File: src/rtl/uart_rx.sv
// -----------------------------------------------------------------------------
// uart_rx -- 8N1 serial UART receiver
//
// Recovers frames of 1 start bit, 8 data bits (LSB first) and 1 stop bit from
// the asynchronous uart_rxd line. Each good byte is presented on uart_data_out
// together with a one-cycle rx_done pulse. A frame whose stop bit samples low
// raises a one-cycle frame_err pulse instead, and the byte is discarded.
//
// Parameters
//   CLK_F     system clock frequency in Hz
//   UART_BPS  baud rate
//   CLK_GOAL  system clock cycles per bit
//   HALF      in-bit sample point (cycles after the bit boundary)
//
// Ports
//   clk            system clock, all logic on posedge
//   rst_n          asynchronous reset, active low
//   uart_rxd       serial line, asynchronous to clk, idles high
//   uart_data_out  last correctly received byte, held until the next good frame
//   rx_done        one-cycle pulse: good frame received, uart_data_out updated
//   frame_err      one-cycle pulse: stop bit sampled low, byte discarded
// -----------------------------------------------------------------------------
module uart_rx #(
  parameter int unsigned CLK_F    = 50_000_000,
  parameter int unsigned UART_BPS = 115200,
  parameter int unsigned CLK_GOAL = CLK_F / UART_BPS,
  parameter int unsigned HALF     = CLK_GOAL / 2
) (
  input  logic       clk,
  input  logic       rst_n,
  input  logic       uart_rxd,
  output logic [7:0] uart_data_out,
  output logic       rx_done,
  output logic       frame_err
);

  typedef enum logic [1:0] {
    IDLE,
    START,
    DATA,
    STOP
  } state_e;

  // Synchronizer chain; rxd_0 may go metastable, rxd_1/rxd_2 are safe to use.
  logic rxd_0_q, rxd_1_q, rxd_2_q;

  state_e      state_q, state_d;
  logic [31:0] clk_count_q, clk_count_d;
  logic [3:0]  bit_idx_q, bit_idx_d;
  logic [7:0]  shift_q, shift_d;
  logic [7:0]  data_q, data_d;
  logic        done_q, done_d;
  logic        err_q, err_d;

  logic       start_edge;
  logic       sample_tick;
  logic       bit_end;
  logic [2:0] data_pos;

  // Falling edge seen on the synchronized line; requires rxd_2 high, so a line
  // stuck low (break) cannot retrigger a frame until it has returned high.
  assign start_edge  = rxd_2_q & ~rxd_1_q;
  assign sample_tick = (clk_count_q == HALF);
  assign bit_end     = (clk_count_q == CLK_GOAL - 1);
  // Data bits occupy bit_idx 1..8 and land in shift_q[0..7].
  assign data_pos    = 3'(bit_idx_q - 4'd1);

  // NOTE: every flop here is a plain register (no memory array), so all of
  // them take a defined reset value, including the synchronizer which resets
  // to the idle-high line level so reset release never looks like a start edge.
  always_ff @(posedge clk or negedge rst_n) begin
    if (!rst_n) begin
      rxd_0_q     <= 1'b1;
      rxd_1_q     <= 1'b1;
      rxd_2_q     <= 1'b1;
      state_q     <= IDLE;
      clk_count_q <= '0;
      bit_idx_q   <= '0;
      shift_q     <= '0;
      data_q      <= '0;
      done_q      <= 1'b0;
      err_q       <= 1'b0;
    end else begin
      // NOTE: non-blocking assignments so every flop samples pre-edge values;
      // this is what makes the three-stage chain actually three stages deep.
      rxd_0_q     <= uart_rxd;
      rxd_1_q     <= rxd_0_q;
      rxd_2_q     <= rxd_1_q;
      state_q     <= state_d;
      clk_count_q <= clk_count_d;
      bit_idx_q   <= bit_idx_d;
      shift_q     <= shift_d;
      data_q      <= data_d;
      done_q      <= done_d;
      err_q       <= err_d;
    end
  end

  always_comb begin
    // NOTE: defaults first so every path assigns every output -- no latches.
    state_d     = state_q;
    clk_count_d = clk_count_q;
    bit_idx_d   = bit_idx_q;
    shift_d     = shift_q;
    data_d      = data_q;
    done_d      = 1'b0;
    err_d       = 1'b0;

    // Bit timing runs in every active state.
    if (state_q != IDLE) begin
      if (bit_end) begin
        clk_count_d = '0;
        bit_idx_d   = bit_idx_q + 4'd1;
      end else begin
        clk_count_d = clk_count_q + 32'd1;
      end
    end

    unique case (state_q)
      IDLE: begin
        if (start_edge) state_d = START;
      end
      START: begin
        // A start bit that is high again at mid-bit was a glitch.
        if (sample_tick && rxd_1_q) state_d = IDLE;
        else if (bit_end)           state_d = DATA;
      end
      DATA: begin
        if (sample_tick) shift_d[data_pos] = rxd_1_q;
        if (bit_end && (bit_idx_q == 4'd8)) state_d = STOP;
      end
      STOP: begin
        // Leave at mid stop bit, half a bit early, so a back-to-back start
        // edge right at the end of the stop bit is not missed.
        if (sample_tick) begin
          if (rxd_1_q) begin
            data_d = shift_q;
            done_d = 1'b1;
          end else begin
            err_d = 1'b1;
          end
          state_d = IDLE;
        end
      end
      default: state_d = IDLE;
    endcase

    // Counters sit at zero whenever the machine is (or is about to be) idle,
    // so the first START cycle always begins from clk_count = 0.
    if (state_d == IDLE) begin
      clk_count_d = '0;
      bit_idx_d   = '0;
    end
  end

  assign uart_data_out = data_q;
  assign rx_done       = done_q;
  assign frame_err     = err_q;

endmodule

File: config.mk
export PLATFORM = sky130hd
export DESIGN_NAME = uart_rx
export DESIGN_NICKNAME = d
export VERILOG_FILES = /design/src/rtl/uart_rx.sv
export SDC_FILE = /design/constraint.sdc
export NUM_CORES = 1
export LEC_CHECK = 0
export ABC_AREA = 1
export CORE_ASPECT_RATIO = 0.9
export CORE_MARGIN = 2
export CORE_UTILIZATION = 50
export CTS_BUF_LIST = sky130_fd_sc_hd__clkbuf_8
export CTS_CLUSTER_SIZE = 10
export DETAILED_ROUTE_END_ITERATION = 6
export MAX_ROUTING_LAYER = met4
export PLACE_DENSITY = 0.76
export SLEW_MARGIN = 20
export SYNTH_ARGS = -nofsm -noshare
export SYNTH_HDL_FRONTEND = slang
export SYNTH_SLANG_ARGS = --single-unit
File: constraint.sdc
create_clock -name clk -period 1.7 [get_ports clk]
set_input_delay 0.34 -clock clk [delete_from_list [all_inputs] [get_ports clk]]
set_output_delay 0.34 -clock clk [all_outputs]
set_load 0.005 [all_outputs]
# Word level (Yosys, flattened, before mapping)
# Index checks and enable logic that the tools add are counted.
# op_classes
order_cmp,2
multipliers,0
add_sub_neg,3
div,0
shift,0
eq_ne,6
n_mux,21
bitwise_logic,2
reduce_logical,11
# ops
op,n
two-way mux 32 bit,3
"adder 32 x 1 -> 32 bit, second input constant",1
"== test 32 x 8 -> 1 bit, second input constant",1
"== test 32 x 9 -> 1 bit, second input constant",1
two-way mux 4 bit,3
two-way mux 2 bit,5
bitwise mux 8 bit,1
case mux 2 bit (4 select lines),1
two-way mux 1 bit,7
nonzero test 2 bit,3
"adder 4 x 1 -> 4 bit, second input constant",1
"== test 2 bit, second input constant",2
"== test 4 bit, second input constant",1
zero test 2 bit,2
"less-than comparator 3 x 4 -> 1 bit, second input constant",1
AND reduction 2 bit,2
demux 1 bit (select 3 bit),1
">= comparator 3 x 1 -> 1 bit, second input constant",1
logical AND 1 bit,3
AND reduction 3 bit,1
"subtractor 3 x 1 -> 3 bit, second input constant",1
"== test 2 x 1 -> 1 bit, second input constant",1
AND 1 bit,1
NOT 1 bit,1
# totals
mem_count,0
regBits,59
inputBits,3
ram_bits,0
word_cells,55
latch_bits,0
out_inout_bits,10
rom_bits,0

# Longest topological paths before layout
# Gate-level depths: netlist (run 1).
# logic_depth
depth_word,7
ltp_mapped,15
ltp_nobuf,15

# Worst setup path before layout (run 1)
# OpenSTA, ideal clock, no wires.
# synth_path
kind,flip-flop to flip-flop
start,reg rxd_1_q
end,reg clk_count_q[26]
arrival_time_ps,1693
path_stages_with_launch,11
n_path_buf,2
t_required_ps,1567
setup_slack_ps,-126
synth_period_minus_slack_ps,1826
cell_sequence,dfstp_2 > buf_4 > inv_2 > nand3_1 > buf_4 > nand2_1 > nor2_1 > nand3_1 > nor3_1 > xor2_1 > a21oi_1
# synth_between
elab_chain_cells,6
word_cells_on_any_way,9
# synth_rtl
element,line,text
start: declaration,45,"logic rxd_0_q, rxd_1_q, rxd_2_q;"
start signal: assignment,87,rxd_1_q <= rxd_0_q;
NOT 1 bit,62,assign start_edge = rxd_2_q & ~rxd_1_q;
AND 1 bit,62,
two-way mux 2 bit,121,if (start_edge) state_d = START;
case mux 2 bit (4 select lines) *,119,unique case (state_q)
zero test 2 bit *,150,if (state_d == IDLE) begin
two-way mux 32 bit / nonzero test 2 bit (equally long branches),n/a,
end signal: assignment,90,clk_count_q <= clk_count_d;
end: declaration,48,"logic [31:0] clk_count_q, clk_count_d;"
# Every way passes the cells marked *; elsewhere a longest branch is shown, timed or not.
# A chain may end at the register's enable or synchronous reset.

# Worst setup path after layout (run 1)
# layout_path
start,reg clk_count_q[1]
end,reg bit_idx_q[1]
# layout_between
elab_chain_cells,7
word_cells_on_any_way,14
# layout_rtl
element,line,text
== test 32 x 9 -> 1 bit / == test 32 x 8 -> 1 bit (equally long branches),"64, 63",
"two-way mux 2 bit, or another cell as far along",126,else if (bit_end) state_d = DATA;
two-way mux 2 bit (on tied branches),"125, 130",
case mux 2 bit (4 select lines),119,
zero test 2 bit,150,
nonzero test 2 bit (no source line),n/a,
AND reduction 2 bit (no source line),n/a,
end signal: assignment,91,bit_idx_q <= bit_idx_d;
end: declaration,49,"logic [3:0] bit_idx_q, bit_idx_d;"
# Several ways; a longest one is shown, not always the timed one.

==> results.ini, run 1 <==
[routing]
drc = 0
wire_per_inst_um = 16.8
viasPerCell = 5.54
dr.pass1.iters = 7
postRouteAntennaNets = 0
wl_mm = 10.8
via_count = 3580
dr.first_iter.drc_count = 363

[outcome]
outcome = complete, but fails checks
violations = negative setup slack

[critical_path]
worstReg2RegEnd = bit_idx_q[1]$_DFFE_PN0P_
rr_startpoint = clk_count_q[1]$_DFFE_PN0P_
worstSetupEndpointType = flop
cp_max_fo = 7
start_kind = flop
cpLargestDelayFamily = simple AND/OR/NAND/NOR gates
cp_slowest_cell = dfrtp_1
worstPathArrival_ns = 2.33
path_cells = inv_2, ha_4, nand2_1, nor2_2, nand2_2, nor2_4, nand2_4, nand2_4, nand3_2, nand2_2, nand3_4, buf_12, nand4_1, nand2_2
crit_top_cell = nand2_2
cp.buffers_inverters = 2
cpPeakStageDelay_ns = 0.39
rr_worst_depth = 14
worstSetupPathType = flop to flop
reg2reg_slack_ns = -0.40
cp.required_ns = 1.93

[floorplan]
pin_count = 13
start_util_pct = 51.8
die_x_um = 91.0
num_rows = 28
core_area_sq_um = 6590
dieHeight_um = 82.3
die_area_sq_um = 7500

[placement]
dp_hpwl_mm = 6.30
port_buffers = 12
dp.cells = 615
gp_congestion = 0.939

[layout]
num-fill-cells = 436
nNetsFinal = 559
layout_commonest_cell = buf_4
diodes = 0
drive_gt1_share_pct = 40.1
most-common-layout-cells = buf_4 (95), nand2_1 (75), dfrtp_1 (55)
stdcell_count = 646
syn_to_final_growth_pct = 48.6
regArea_sq_um = 1480
multi_input_area_sq_um = 1970

[global_route]
first_global_vias = 3343
grt-ovfl-total = 0
grt_max_degree = 60
grt_antenna_before_repair = 0
grt_pass1_wl_mm = 16.1
grtUsageTotal_pct = 28.9

[sta]
finClkSkew_ns = 0.0157
clock.fmax_ghz = 0.477
layout_setup_ws_ns = -0.398
rsz0062_at_grt = true
period_needed_ns = 2.10
slew-limit-headroom_pct = 74.6
setup_violations = 53
worst_pin_slew_ns = 0.378
holdWs_ns = 0.360
finalHoldViolCount = 0
finalCritPeriodShare_pct = 123
final_max_slew_viol_count = 0

[clocking]
clockBufferDepth = 2
insertion_delay_ns = 0.36
cts_buffers = 9
cts_tree = done
clkTransAtPathRegs_ns = 0.07
cts_sinks = 59
cts_root_buf = clkbuf_8
h-tree-depth = 3

[synthesis]
netlist.area_leader.share_pct = 41.1
ys_ff_latch = 59
avgSynthCellArea_sq_um = 7.91
synth_enable_flop_cells = 0
ys.flop_type = dfrtp_1
synth.yosys.warnings = 0
syn-instance-count = 431
ys_seq_area_share_pct = 43.4
synth_nets = 439
yosysUniqueCellTypes = 34
async_reset_ff_share_pct = 100
synth_area_leaders = dfrtp_1 (41%), nand2_1 (10%), xor2_1 (7.2%)
synth_top_area_cell = dfrtp_1
syn_area_sq_um = 3410

[job]
maxCapViolCount = 0

[hold_path]
hold_path_class = flop to flop
hp-start = rxd_0_q$_DFF_PN1_
hold_end = rxd_1_q$_DFF_PN1_
hold_path_depth = 0

[power]
ir_drop_mv = 0.796
power_density_nw_per_um2 = 967
leakagePower_nw = 2.31

==> kinds of logic after synthesis <==
kind of cell	after synthesis	synth area share, %
adder cells (fa/ha/maj)	5	1.83
AO/OA/AOI/OAI	50	8.40
AND/OR/NAND/NOR	217	29.9
flip-flops	59	43.4
XOR/XNOR	29	7.45
buffers and inverters	71	9.03
==> state kept, by name, summed over array words and instances (netlist names) <==
register       cells
shift_q            8
frame_err          1
bit_idx_q          4
rxd_0_q            1
rxd_2_q            1
uart_data_out      8
rx_done            1
clk_count_q       32
rxd_1_q            1
state_q            2
==> worst reg2reg max path: stages, from the launching register on <==
cell and delay [ns]:
dfrtp_1 0.39, inv_2 0.08, ha_4 0.12, nand2_1 0.07
nor2_2 0.16, nand2_2 0.11, nor2_4 0.12, nand2_4 0.09
nand2_4 0.09, nand3_2 0.09, nand2_2 0.13, nand3_4 0.15
buf_12 0.18, nand4_1 0.09, nand2_2 0.10
==> cell type report <==
| type | count | share of cell area, % |
|---|---|---|
| Clock buffer | 9 | 2.45 |
| Sequential cell | 59 | 29.2 |
| Tap cell | 90 | 2.22 |
| Timing Repair Buffer | 120 | 21.3 |
| Clock inverter | 7 | 1.51 |
| Inverter | 60 | 4.45 |
| Multi-Input combinational cell | 301 | 38.9 |
==> Yosys cell counts, types with 6 or more instances <==
library cell  number
nor3_1            23
inv_2              8
dfrtp_1           56
nand3_1           22
a21oi_1           13
o21ai_0           25
xor2_1            28
nand3b_1           6
a21oi_2            7
nor2_1            37
nand2_1           92
inv_1             52
nand4_1           15
==> power breakdown <==
part	internal [mW]	total, mW	switching [mW]
registers	1.48	1.58	0.0931
clock network	0.686	1.35	0.666
logic	0.900	1.97	1.07
==> timing repair <==
action / CTS / global route
hold buffers: 1 / 0
cloned: 2 / 2
buffers inserted: 8 / 4
hold endpoints to repair: 32 / 0
pin swaps: 2 / 6
resized for setup: 58 / 42
endpoints found under the setup margin: 52 / 56
==> stage by stage <==
step	area, sq um	setup TNS (ns)	setup WS [ns]	util [%]	power (mW)
global placement	4360	-5.07	-0.186	66.2	2.93
detailed placement	4360	-7.79	-0.219	66.2	2.98
global route	5060	-22.22	-0.512	76.9	5.09
finish	5060	-15.74	-0.398	76.9	4.90
CTS	4870	-6.88	-0.216	74.0	4.42
floorplan	3450	-1.75	-0.0761	-	2.49
==> per-layer routing <==
layer  vias up  routed length, um  share of wire [%]  track usage, %
li1       1633                  -                  -               -
met1      1721               4170                 39            33.5
met2       186               5550                 51            50.3
met3        40                763                7.0            6.99
met4         0                340                3.1            10.0
met5         -                  0                  0               -
==> worst max path at each step <==
| stage | start | end | slack, ns | cells after the start |
|---|---|---|---|---|
| floorplan | rxd_1_q$_DFF_PN1_ | clk_count_q[26]$_DFFE_PN0P_ | -0.08 | 10 |
| global placement | clk_count_q[0]$_DFFE_PN0P_ | clk_count_q[24]$_DFFE_PN0P_ | -0.19 | 11 |
| detailed placement | clk_count_q[0]$_DFFE_PN0P_ | clk_count_q[24]$_DFFE_PN0P_ | -0.22 | 11 |
| CTS | clk_count_q[1]$_DFFE_PN0P_ | clk_count_q[0]$_DFFE_PN0P_ | -0.22 | 14 |
| global route | clk_count_q[1]$_DFFE_PN0P_ | bit_idx_q[1]$_DFFE_PN0P_ | -0.51 | 14 |
| finish | clk_count_q[1]$_DFFE_PN0P_ | bit_idx_q[1]$_DFFE_PN0P_ | -0.40 | 14 |
Note: power is estimated with default switching activity, not from simulation.
==> inputs of run 2 (changes only) <==
--- a/config.mk
+++ b/config.mk
@@ -5,7 +5,6 @@
 export SDC_FILE = /design/constraint.sdc
 export NUM_CORES = 1
 export LEC_CHECK = 0
-export ABC_AREA = 1
 export CORE_ASPECT_RATIO = 0.9
 export CORE_MARGIN = 2
 export CORE_UTILIZATION = 50
==> run 2 against run 1 <==
The run ends with negative hold slack, negative setup slack left; final area shrank 1.1%; combinational power decreased by 6%; die area down 8.9%; hold slack lost 0.37 ns; routed wire length up 1.7%; clock skew is 0.010 ns lower; utilization rose by 6.0 points; first-iteration DRC count fell by 13%; setup slack got worse by 0.046 ns; sequential power is 3% higher; critical path depth is 9 lower; area after synthesis shrank 9.3%; critical path type unchanged; largest cell class unchanged; highest routed layer unchanged.
==> results.ini, run 2 <==
[outcome]
outcome = complete, but fails checks  ; unchanged
violations = negative hold slack, negative setup slack  ; was negative setup slack

[critical_path]
worstPathArrival_ns = 2.42  ; was 2.33 ns
cp.required_ns = 1.98  ; was 1.93 ns
rr_worst_depth = 5  ; was 14
worstSetupPathType = flop to flop  ; unchanged
rr_startpoint = clk_count_q[3]$_DFFE_PN0P_  ; was clk_count_q[1]$_DFFE_PN0P_
reg2reg_slack_ns = -0.44  ; was -0.40 ns
worstSetupEndpointType = flop  ; unchanged
cp_max_fo = 4  ; was 7
start_kind = flop  ; unchanged
worstReg2RegEnd = clk_count_q[31]$_DFFE_PN0P_  ; was bit_idx_q[1]$_DFFE_PN0P_

[floorplan]
die_area_sq_um = 6830  ; was 7500 sq um
core_area_sq_um = 6050  ; was 6590 sq um
dieHeight_um = 78.6  ; was 82.3 um
num_rows = 27  ; was 28
start_util_pct = 51.1  ; was 51.8%
die_x_um = 86.9  ; was 91.0 um
pin_count = 13  ; unchanged

[sta]
rsz0062_at_grt = true  ; unchanged
finalCritPeriodShare_pct = 126  ; was 123%
layout_setup_ws_ns = -0.443  ; was -0.398 ns
clock.fmax_ghz = 0.467  ; was 0.477 GHz
holdWs_ns = -0.0134  ; was 0.360 ns
period_needed_ns = 2.14  ; was 2.10 ns
setup_violations = 56  ; was 53
final_max_slew_viol_count = 0  ; unchanged
finalHoldViolCount = 16  ; was 0
setup_tns_ns = -17.90  ; was -15.74 ns
worst_pin_slew_ns = 0.474  ; was 0.378 ns
slew-limit-headroom_pct = 68.2  ; was 74.6%
finClkSkew_ns = 0.00534  ; was 0.0157 ns

[synthesis]
avgSynthCellArea_sq_um = 10.0  ; was 7.91 sq um
synth_top_family_by_area = simple AND/OR/NAND/NOR gates  ; unchanged
ys_seq_area_share_pct = 47.9  ; was 43.4%
muxShareOfSynthArea_pct = 6.52  ; was 0%
syn-instance-count = 308  ; was 431
netlist.area_leader.share_pct = 45.3  ; was 41.1%
synth_nets = 316  ; was 439
ys_ff_latch = 59  ; unchanged
synth_xor_area_share_pct = 7.65  ; was 7.45%
synth_enable_flop_cells = 0  ; unchanged
synthAdderAreaFrac_pct = 2.02  ; was 1.83%
synthTopCellsByCount = dfrtp_1 (56), nor2_1 (34), nor4_1 (22), xnor2_1 (21), nand2_1 (18)  ; was nand2_1 (92), dfrtp_1 (56), inv_1 (52), nor2_1 (37), xor2_1 (28)
ys.flop_type = dfrtp_1  ; unchanged
yosysUniqueCellTypes = 49  ; was 34
synth-simple-area-share_pct = 25.5  ; was 29.9%
synth_area_leaders = dfrtp_1 (45%), mux2_2 (6.2%), xnor2_1 (5.9%)  ; was dfrtp_1 (41%), nand2_1 (10%), xor2_1 (7.2%)
yosysMostFrequentCell = dfrtp_1  ; was nand2_1
synth_top_area_cell = dfrtp_1  ; unchanged
async_reset_ff_share_pct = 100  ; unchanged
syn_area_sq_um = 3090  ; was 3410 sq um
synth.yosys.warnings = 0  ; unchanged
synth_compound_area_share_pct = 6.76  ; was 8.40%

[placement]
place_area_sq_um = 4150  ; was 4360 sq um
port_buffers = 12  ; unchanged
gp_congestion = 0.910  ; was 0.939
place_ws_ns = -0.450  ; was -0.219 ns
dp.cells = 462  ; was 615
dp_hpwl_mm = 5.43  ; was 6.30 mm

[power]
leakagePower_nw = 2.31  ; about the same
internal_power_mw = 2.94  ; was 3.07 mW
clkPwrFrac_pct = 23.6  ; was 27.6%
power_density_nw_per_um2 = 908  ; was 967 nW/um^2
seqPwrFrac_pct = 35.7  ; was 32.2%
p_sw_share_pct = 35.4  ; was 37.3%
switchingPower_mw = 1.61  ; was 1.83 mW
ir_drop_mv = 0.759  ; was 0.796 mV
combinationalPowerShare_pct = 40.7  ; was 40.2%

[routing]
wl_mm = 11.0  ; was 10.8 mm
wire_per_inst_um = 22.0  ; was 16.8 um
postRouteAntennaNets = 0  ; unchanged
via_count = 3119  ; was 3,580
dr.pass1.iters = 5  ; was 7
viasPerCell = 6.24  ; was 5.54
dr.first_iter.drc_count = 314  ; was 363
drc = 0  ; unchanged

[layout]
largest_reg_flops = 32  ; unchanged
stdcell_count = 500  ; was 646
drive_gt1_share_pct = 53.0  ; was 40.1%
largest_register = clk_count_q  ; unchanged
num-fill-cells = 289  ; was 436
layout_commonest_cell = buf_4  ; unchanged
most-common-layout-cells = buf_4 (91), dfrtp_1 (54), nor2_1 (21)  ; was buf_4 (95), nand2_1 (75), dfrtp_1 (55)
diodes = 0  ; unchanged
nNetsFinal = 431  ; was 559
syn_to_final_growth_pct = 62.1  ; was 48.6%
final_area_sq_um = 5010  ; was 5060 sq um

[clocking]
cts_root_buf = clkbuf_8  ; unchanged
insertion_delay_ns = 0.35  ; was 0.36 ns
cts_tree = done  ; unchanged
clkTransAtPathRegs_ns = 0.06  ; was 0.07 ns
clockBufferDepth = 2  ; unchanged
h-tree-depth = 3  ; unchanged
cts_hold_buf = 0  ; was 1
cts_buffers = 9  ; unchanged
cts_sinks = 59  ; unchanged

[global_route]
first_global_vias = 2825  ; was 3,343
grt_antenna_before_repair = 0  ; unchanged
grt-ovfl-total = 0  ; unchanged
grtUsageTotal_pct = 27.6  ; was 28.9%
grt_pass1_wl_mm = 14.0  ; was 16.1 mm
grt_max_degree = 60  ; unchanged

[hold_path]
hold_path_class = input port to asynchronous set/reset pin  ; was flop to flop

[job]
maxCapViolCount = 0  ; unchanged

## run 2: cell types whose count changed after synthesis, sizes merged, moves of 8 or more
cell / delta
a21oi: -16
inv: -49
mux2: +17
nand2: -80
nor2: -8
nor3: -9
nor4: +17
o21ai: -24
xnor2: +20
xor2: -22
## run 2: per-stage QoR
| stage | util [%] | power, mW |
|---|---|---|
| finish | 82.9 | 4.55 |
| global route | 82.9 | 4.71 |
| CTS | 75.9 | 4.03 |
| detailed placement | 68.6 | 2.82 |
| global placement | 68.6 | 2.79 |
| floorplan | - | 2.30 |
## run 2: logic make-up (layout without fill, tap and decap cells)
logic type | count (synthesis) | count (layout)
buf+inv | 27 | 146
mux | 18 | 18
simple gates | 143 | 144
flops | 59 | 59
fa+ha+maj | 5 | 5
compound gates | 29 | 29
xor+xnor | 27 | 27
## run 2: area by class of cell
| cell class | instances | area (sq um) | share of cell area [%] |
|---|---|---|---|
| clock inverters | 7 | 31.3 | 0.624 |
| flip-flops and latches | 59 | 1480 | 29.6 |
| inverters | 11 | 41.3 | 0.824 |
| well taps | 72 | 90.1 | 1.80 |
| clock buffers | 9 | 124 | 2.47 |
| repair buffers | 119 | 1030 | 20.6 |
| multi-input cells | 223 | 2210 | 44.0 |
## run 2: how the worst max path moves through the flow
stage                          startpoint                          end  slack, ns  cells after the start
5_1_grt        clk_count_q[2]$_DFFE_PN0P_  clk_count_q[31]$_DFFE_PN0P_      -0.47                      5
2_1_floorplan           rxd_1_q$_DFF_PN1_  clk_count_q[31]$_DFFE_PN0P_      -0.31                      6
6_report       clk_count_q[3]$_DFFE_PN0P_  clk_count_q[31]$_DFFE_PN0P_      -0.44                      5
3_3_place_gp   clk_count_q[3]$_DFFE_PN0P_     bit_idx_q[0]$_DFFE_PN0P_      -0.47                      7
3_5_place_dp   clk_count_q[7]$_DFFE_PN0P_     bit_idx_q[0]$_DFFE_PN0P_      -0.45                      7
4_1_cts        clk_count_q[1]$_DFFE_PN0P_       shift_q[1]$_DFFE_PN0P_      -0.35                      6
## run 2: power groups by stage
stage	registers [mW]	logic (mW)	clock network (mW)
global placement	1.62	1.17	0
global route	1.63	1.94	1.14
floorplan	1.63	0.673	0
finish	1.62	1.85	1.08
detailed placement	1.63	1.19	0
CTS	1.59	1.37	1.06
## run 2: critical path, stage by stage (launching register included)
cell	delay, ns
dfrtp_1	0.45
nand3_1	0.12
or4_4	0.57
or3_4	0.37
or4_4	0.43
a21oi_2	0.13
## run 2: metal layers
metal / vias up / part of all wire [%] / track usage (%)
met2: 164 / 49 / 42.1
met5: - / 0 / -
met4: 0 / 3.3 / 7.50
li1: 1350 / - / -
met3: 38 / 6.1 / 6.83
met1: 1567 / 41 / 36.8
## run 2: what timing repair did
item                                    4_1_cts  5_1_grt
buffers inserted                              9       13
endpoints found under the setup margin       56       56
gates cloned                                  0        2
resized for setup                            40       65
pin swaps                                    11       32
